## config.mk

```make
export PLATFORM = sky130hd
export DESIGN_NAME = uart_tx_frame
export DESIGN_NICKNAME = d
export VERILOG_FILES = /design/src/rtl/uart_tx_frame.sv
export SDC_FILE = /design/constraint.sdc
export NUM_CORES = 1
export LEC_CHECK = 0
export ABC_AREA = 1
export ABC_CLOCK_PERIOD_IN_PS = 3060
export CAP_MARGIN = 25
export CORE_MARGIN = 4
export CORE_UTILIZATION = 30
export DETAILED_ROUTE_END_ITERATION = 8
export SKIP_LAST_GASP = 1
export SLEW_MARGIN = 20
export SYNTH_ARGS = -nofsm -noshare
export SYNTH_HDL_FRONTEND = slang
export SYNTH_SLANG_ARGS = --single-unit
export TNS_END_PERCENT = 50
```

## constraint.sdc

```tcl
create_clock -name clk -period 3.06 [get_ports clk]
set_input_delay 0.306 -clock clk [delete_from_list [all_inputs] [get_ports clk]]
set_output_delay 0.306 -clock clk [all_outputs]
set_load 0.03 [all_outputs]
```

## src/rtl/uart_tx_frame.sv

```systemverilog
// Parametrised UART transmitter: valid/ready word in, LSB-first serial frame out
// (start, DATA_BITS data, optional parity, STOP_BITS stop) with an internal baud divider.
//   state | meaning
//   IDLE  | line high, ready for a word
//   START | start bit (0)
//   DATA  | data bits, shift register bit 0 on the line
//   PAR   | parity bit (skipped when PARITY=0)
//   STOP  | stop bits (1); last cycle of the last one can accept the next word
module uart_tx_frame #(
  parameter int DATA_BITS    = 8,
  parameter int PARITY       = 0,
  parameter int STOP_BITS    = 1,
  parameter int CLKS_PER_BIT = 16
) (
  input  logic                 clk,
  input  logic                 rst_n,
  input  logic                 tx_valid,
  input  logic [DATA_BITS-1:0] tx_data,
  output logic                 tx_ready,
  output logic                 tx_out,
  output logic                 busy
);

  if (DATA_BITS < 5 || DATA_BITS > 9) begin : g_bad_data_bits
    $error("uart_tx_frame: DATA_BITS must be in 5..9");
  end
  if (PARITY < 0 || PARITY > 2) begin : g_bad_parity
    $error("uart_tx_frame: PARITY must be 0, 1 or 2");
  end
  if (STOP_BITS < 1 || STOP_BITS > 2) begin : g_bad_stop_bits
    $error("uart_tx_frame: STOP_BITS must be 1 or 2");
  end
  if (CLKS_PER_BIT < 1) begin : g_bad_clks_per_bit
    $error("uart_tx_frame: CLKS_PER_BIT must be at least 1");
  end

  localparam int             BW        = (CLKS_PER_BIT > 1) ? $clog2(CLKS_PER_BIT) : 1;
  localparam logic [BW-1:0]  BAUD_LAST = BW'(CLKS_PER_BIT - 1);
  localparam logic [3:0]     DATA_LAST = 4'(DATA_BITS - 1);
  localparam logic [3:0]     STOP_LAST = 4'(STOP_BITS - 1);

  typedef enum logic [2:0] {S_IDLE, S_START, S_DATA, S_PAR, S_STOP} state_t;

  state_t               state_q, state_d;
  logic [BW-1:0]        baud_q, baud_d;
  logic [3:0]           bit_q, bit_d;
  logic [DATA_BITS-1:0] shift_q, shift_d;
  logic                 par_q, par_d;
  logic                 tx_q, tx_d;
  logic                 bit_end;
  logic                 accept;

  always_ff @(posedge clk or negedge rst_n) begin
    if (!rst_n) begin
      state_q <= S_IDLE;
      baud_q  <= '0;
      bit_q   <= '0;
      shift_q <= '0;
      par_q   <= 1'b0;
      tx_q    <= 1'b1;
    end else begin
      state_q <= state_d;
      baud_q  <= baud_d;
      bit_q   <= bit_d;
      shift_q <= shift_d;
      par_q   <= par_d;
      tx_q    <= tx_d;
    end
  end

  always_comb begin
    state_d  = state_q;
    baud_d   = baud_q;
    bit_d    = bit_q;
    shift_d  = shift_q;
    par_d    = par_q;
    tx_d     = 1'b1;
    bit_end  = (baud_q == '0);
    tx_ready = (state_q == S_IDLE) ||
               (state_q == S_STOP && bit_q == STOP_LAST && bit_end);
    accept   = tx_valid && tx_ready;

    if (state_q != S_IDLE) begin
      baud_d = bit_end ? BAUD_LAST : baud_q - 1'b1;
    end

    case (state_q)
      S_START: if (bit_end) begin
        state_d = S_DATA;
        bit_d   = '0;
      end
      S_DATA: if (bit_end) begin
        shift_d = shift_q >> 1;
        if (bit_q == DATA_LAST) begin
          state_d = (PARITY != 0) ? S_PAR : S_STOP;
          bit_d   = '0;
        end else begin
          bit_d = bit_q + 4'd1;
        end
      end
      S_PAR: if (bit_end) begin
        state_d = S_STOP;
        bit_d   = '0;
      end
      S_STOP: if (bit_end) begin
        if (bit_q == STOP_LAST) state_d = S_IDLE;
        else                    bit_d   = bit_q + 4'd1;
      end
      default: ;
    endcase

    // Acceptance overrides the end-of-frame return to IDLE, giving zero-gap chaining.
    if (accept) begin
      shift_d = tx_data;
      par_d   = (PARITY == 1) ? ~^tx_data : ^tx_data;
      bit_d   = '0;
      baud_d  = BAUD_LAST;
      state_d = S_START;
    end

    case (state_d)
      S_START: tx_d = 1'b0;
      S_DATA:  tx_d = shift_d[0];
      S_PAR:   tx_d = par_d;
      default: tx_d = 1'b1;
    endcase
  end

  assign tx_out = tx_q;
  assign busy   = (state_q != S_IDLE);

endmodule

```

==> out/metrics.cfg, run 1 <==
[status]
outcome = finished with violations
violations = hold timing

[clock_tree]
root_buffer = clkbuf_8
clkSlewWorstSetupHoldPaths_ns = 0.09
postCtsSetupRepairBufs = 0
cts_made_buffers = 3
cts.sink_count = 21
cts_resized = 0
cts-htree-levels = 1
clock_latency_ns = 0.27
cts_tree = done
cts_buffer_depth = 2
holdBufCountCts = 0

[job]
max_cap_viol_count = 0

[timing]
setup_ws_ns = 0.630
hold_ws_ns = -0.0168
min_period_over_period = 0.794
finalSetupTns_ns = 0
finalCriticalPeriod_ns = 2.43
rsz0062_at_grt = no
finalClockSkew_ns = 0.00563
slew_headroom = 0.683
max_freq_mhz = 411
slew_violations = 0
hold_violations = 20
worst_pin_slew_ns = 0.476
finalSetupViolations = 0

[critical_path]
critPathSlowestCell = clkdlybuf4s50_1
crit_buf_inv = 3
startpoint_type = flip-flop
path_cells = inv_1, ha_1, nand2_1, nor2_2, nand2_1, nand2_1, nand2_1, inv_1, clkdlybuf4s50_1
max_stage_delay_ns = 0.66
reg2reg_depth = 10
crit_type = reg2out
endpoint_kind = output pin
critical_path_depth = 9
r2r_slack_ns = 1.04
cp_data_arrival_time_ns = 2.12
critical-path-top-delay-family = buffers and inverters
cp_max_fo = 5
crit_path_frequent_cell = nand2_1
cp.required_ns = 2.75

[pwr]
power.internal_mw = 0.723
seq_power_share = 0.405
p_switching_mw = 0.539
powerDensity_nw_per_um2 = 787
leakage_nw = 0.865
clkPwrFrac = 0.153
power.share.switching = 0.427
ir_drop_uv = 192
combinationalPowerShare = 0.442

[hold_path]
min_path_type = in2async

[logic_synthesis]
yosysSeqAreaShare = 0.378
mappedNetlistArea_um2 = 1390
synthDistinctLibCells = 26
synth_top_cell_by_area = dfrtp_1
netlist_instances = 208
netlist.area_leader.share = 0.359
ys_warn_count = 0
ys_ff_latch = 21
synthTopCellsByArea = dfrtp_1, nand2_1, inv_1
synth.avg_cell_area_um2 = 6.70
synth_fp_nets = 222

[drt]
routed_via_density = 4.51
drt_pre_antenna_iters = 4
met2WireLength_um = 1240
top_layer = met4
wl_um = 2780
drt-met1-wl_um = 1390
vias = 1235
drc = 0
final_antenna_net_count = 0
wire_per_inst_um = 10.1
dr.first_iter.drc_count = 50
met3WireLength_um = 103

[global_routing]
grt_pass1_vias = 1191
grt_pass1_wl_um = 5020
grt_start_max_net_pins = 22
antenna_found_initial = 0
grt_usage = 0.105
overflow = 0

[final_layout]
synthToLayoutAreaGrowth_pct = 15.2
final_area_um2 = 1600
drive_above_1_share = 0.0676
diodes = 0
nets = 237

[placed_design]
dpl-instance-area_um2 = 1560
numPortBuffers = 13
place_congestion = 0.879
pre_cts_ws_ns = 0.910
hpwlAfterDp_um = 2120

[floorplan]
num_io_pins = 14
initial_core_util = 0.315
coreArea_um2 = 4410
dieArea_um2 = 5800
rows = 24
die_x_um = 76.1
die_h_um = 76.1

==> per-stage QoR <==
stage / std cells / power (mW) / util
after floorplan: 208 / 0.952 / -
after global placement: 270 / 1.08 / 0.353
after detailed placement: 270 / 1.08 / 0.353
after CTS: 274 / 1.28 / 0.365
after global routing: 274 / 1.40 / 0.363
final: 274 / 1.26 / 0.363
==> registers in the layout, indices dropped and copies added (netlist names) <==
signal	cells
shift_q	8
baud_q	4
bit_q	4
state_q	3
par_q	1
tx_out	1
==> kinds of logic after synthesis <==
kind of cell	synth area share
simple gates	0.376
buf+inv	0.122
flops	0.378
compound gates	0.0845
fa+ha+maj	0.0270
xor+xnor	0.0126
==> cell type report <==
cell class	count	area, um2
fill	470	2810
sequential	21	527
inverter	38	143
timing repair buffer	13	125
clock inverter	1	7.51
multi-input combinational	146	696
clock buffer	3	41.3
tap	52	65.1
==> final timing paths <==
path | endpoint | start
max reg2reg | par_q | baud_q[0]
max | tx_ready | baud_q[0]
min | bit_q[1] | rst_n
max in group asynchronous | tx_out | rst_n
min reg2reg | shift_q[5] | shift_q[6]
min in group clk | shift_q[5] | shift_q[6]
==> cell usage after synthesis <==
master    instances
o221ai_1          3
o21ai_0           6
inv_2             4
nor2_8            1
o211ai_1          3
nand2_1          77
dfrtp_1          20
nand3_1          10
xor2_1            2
or2_1             1
nor2_1           24
nor3_1            1
and2_1            1
nor2_4            1
ha_1              3
o21ai_1           1
inv_1            34
dfstp_2           1
buf_2             1
a21oi_1           4
nand4_1           3
o21a_1            1
buf_6             2
nand3_2           2
o22ai_1           1
nor2_2            1
==> per-layer routing <==
layer	track usage	vias to the layer above
li1	-	665
met5	0	-
met3	0.0260	4
met1	0.123	549
met4	0.0420	0
met2	0.181	17
==> power by group through the flow <==
| stage | Clock (mW) | Sequential [mW] | Combinational, mW |
|---|---|---|---|
| after floorplan | 0 | 0.493 | 0.459 |
| after global placement | 0 | 0.514 | 0.561 |
| after detailed placement | 0 | 0.514 | 0.566 |
| after CTS | 0.203 | 0.510 | 0.567 |
| after global routing | 0.212 | 0.529 | 0.657 |
| final | 0.193 | 0.511 | 0.558 |
==> cells in the final DEF, fill, tap and decap left out <==
cell and n:
a21oi_1 4, and2_1 1, buf_2 1, clkbuf_8 3, clkdlybuf4s50_1 12, clkinvlp_4 1, dfrtp_1 20, dfstp_2 1
ha_1 3, inv_1 34, inv_2 4, nand2_1 77, nand3_1 10, nand3_2 2, nand4_1 3, nor2_1 24
nor2_2 1, nor2_4 1, nor2_8 1, nor3_1 1, o211ai_1 3, o21a_1 1, o21ai_0 6, o21ai_1 1
o221ai_1 3, o22ai_1 1, or2_1 1, xor2_1 2
Power figures use the tool's default switching activity.
==> inputs of run 2 (changes only) <==
--- a/config.mk
+++ b/config.mk
@@ -6,7 +6,7 @@
 export NUM_CORES = 1
 export LEC_CHECK = 0
 export ABC_AREA = 1
-export ABC_CLOCK_PERIOD_IN_PS = 3060
+export ABC_CLOCK_PERIOD_IN_PS = 2400
 export CAP_MARGIN = 25
 export CORE_MARGIN = 4
 export CORE_UTILIZATION = 30
==> constraint.sdc (replaced) <==
create_clock -name clk -period 2.4 [get_ports clk]
set_input_delay 0.24 -clock clk [delete_from_list [all_inputs] [get_ports clk]]
set_output_delay 0.24 -clock clk [all_outputs]
set_load 0.03 [all_outputs]
==> run 2 against run 1 <==
Compared with the run above:
- the run now ends clean
- core utilization increased by 0.43 points
- highest routed layer unchanged
- critical endpoint unchanged
- sequential power rose by 28%
- critical path type unchanged
- worst hold slack improved by 0.33 ns
- wire length up 4.4%
- first-iteration DRC count rose by 14%
- clock power increased by 29%
==> out/metrics.cfg, run 2 (synthesis results as in run 1) <==
[timing]
finalCriticalPeriod_ns = 2.10
slew_violations = 0
finalSetupViolations = 0
finalSetupTns_ns = 0
worst_pin_slew_ns = 0.380
finalClockSkew_ns = 0.00678
min_period_over_period = 0.877
max_freq_mhz = 475
slew_headroom = 0.747
hold_violations = 0
rsz0062_at_grt = no

[drt]
wl_um = 2900
wire_per_inst_um = 10.5
vias = 1243
final_antenna_net_count = 0
routed_via_density = 4.50
dr.first_iter.drc_count = 57
drc = 0
drt_pre_antenna_iters = 4

[global_routing]
grt_start_max_net_pins = 22
grt_usage = 0.105
antenna_found_initial = 0
grt_pass1_wl_um = 5100
overflow = 0
grt_pass1_vias = 1199

[floorplan]
initial_core_util = 0.315
num_io_pins = 14
coreArea_um2 = 4410
die_h_um = 76.1
rows = 24
die_x_um = 76.1
dieArea_um2 = 5800

[placed_design]
numPortBuffers = 13
place_congestion = 0.907
dpl-instance-area_um2 = 1580
hpwlAfterDp_um = 2290

[clock_tree]
holdBufCountCts = 0
cts-htree-levels = 1
cts_tree = done
clock_latency_ns = 0.27
cts.sink_count = 21
cts_buffer_depth = 2
clkSlewWorstSetupHoldPaths_ns = 0.09
cts_made_buffers = 3
root_buffer = clkbuf_8

[final_layout]
synthToLayoutAreaGrowth_pct = 16.5
nets = 239
top_regs = shift_q (8), baud_q (4), bit_q (4)
layout_commonest_cell = nand2_1
seq_area_um2 = 527
top_register = shift_q
final_area_um2 = 1620
drive_above_1_share = 0.0714
diodes = 0
nFillCells = 483
multi_input_area_um2 = 696
largest_reg_flops = 8
final_cell_mix = nand2_1, inv_1, nor2_1

[status]
outcome = finished, final reports clean

[pwr]
ir_drop_uv = 238
power.internal_mw = 0.925
powerDensity_nw_per_um2 = 1000
power.share.switching = 0.432
clkPwrFrac = 0.153
leakage_nw = 0.879
p_switching_mw = 0.703
seq_power_share = 0.401
combinationalPowerShare = 0.446

[critical_path]
startpoint_type = flip-flop
reg2reg_depth = 10
crit_type = reg2out
endpoint_kind = output pin
path_cells = inv_1, ha_1, nand2_1, nor2_2, nand2_1, nand2_1, nand2_1, inv_1, dlygate4sd2_1
max_stage_delay_ns = 0.40
crit_path_frequent_cell = nand2_1
cp.required_ns = 2.16
critPathSlowestCell = dfrtp_1
cp_data_arrival_time_ns = 1.86
cp_max_fo = 5

[hold_path]
min_path_type = in2async

[job]
max_cap_viol_count = 0

==> run 2: worst max-delay path, delay by kind of cell (launching register included) <==
kind / cells / cell delay (ns)
buf+inv: 3 / 0.51
simple gates: 5 / 0.49
flops: 1 / 0.40
fa+ha+maj: 1 / 0.19
==> run 2: power groups by stage <==
stage	Clock (mW)	Sequential, mW	Combinational [mW]
2_1_floorplan	0	0.629	0.585
3_3_place_gp	0	0.654	0.720
3_5_place_dp	0	0.656	0.745
4_1_cts	0.259	0.653	0.741
5_1_grt	0.270	0.671	0.854
6_report	0.249	0.653	0.726
==> run 2: repair_timing <==
| item | in CTS | in global routing |
|---|---|---|
| endpoints found under the setup margin | 1 | 0 |
| setup buffers | 0 | 0 |
| gates resized for setup | 1 | 0 |
==> run 2: area by class of cell <==
class / count / area share
well taps: 52 / 0.0401
inverters: 38 / 0.0879
repair buffers: 15 / 0.0887
clock inverters: 1 / 0.00463
clock buffers: 3 / 0.0254
flip-flops and latches: 21 / 0.325
multi-input cells: 146 / 0.429
==> run 2: path summary, 6_finish.rpt <==
| kind | from | slack [ns] | endpoint |
|---|---|---|---|
| worst max-delay path | baud_q[0] | 0.30 | tx_ready |
| worst min-delay path | rst_n | 0.31 | bit_q[1] |
| worst max register to register | baud_q[0] | 0.51 | shift_q[3] |
| worst min register to register | baud_q[0] | 0.52 | baud_q[0] |
| max in group asynchronous | rst_n | 1.81 | tx_out |
| min in group clk | baud_q[0] | 0.52 | baud_q[0] |
==> run 2: layer usage <==
| layer | GRT usage | up-vias | share of wire |
|---|---|---|---|
| met5 | 0 | - | 0 |
| met4 | 0.0315 | 0 | 0.012 |
| met3 | 0.0260 | 4 | 0.036 |
| met2 | 0.182 | 13 | 0.47 |
| met1 | 0.126 | 559 | 0.48 |
| li1 | - | 667 | - |
==> run 2: through the flow <==
step	power, mW	worst slack [ns]	hold slack, ns	std cells	utilization
2_1_floorplan	1.21	0.782	-0.0556	208	-
3_3_place_gp	1.37	0.335	0.484	272	0.357
3_5_place_dp	1.40	0.292	0.503	272	0.357
4_1_cts	1.65	0.266	0.322	276	0.368
5_1_grt	1.79	0.103	0.360	276	0.368
6_report	1.63	0.296	0.312	276	0.368
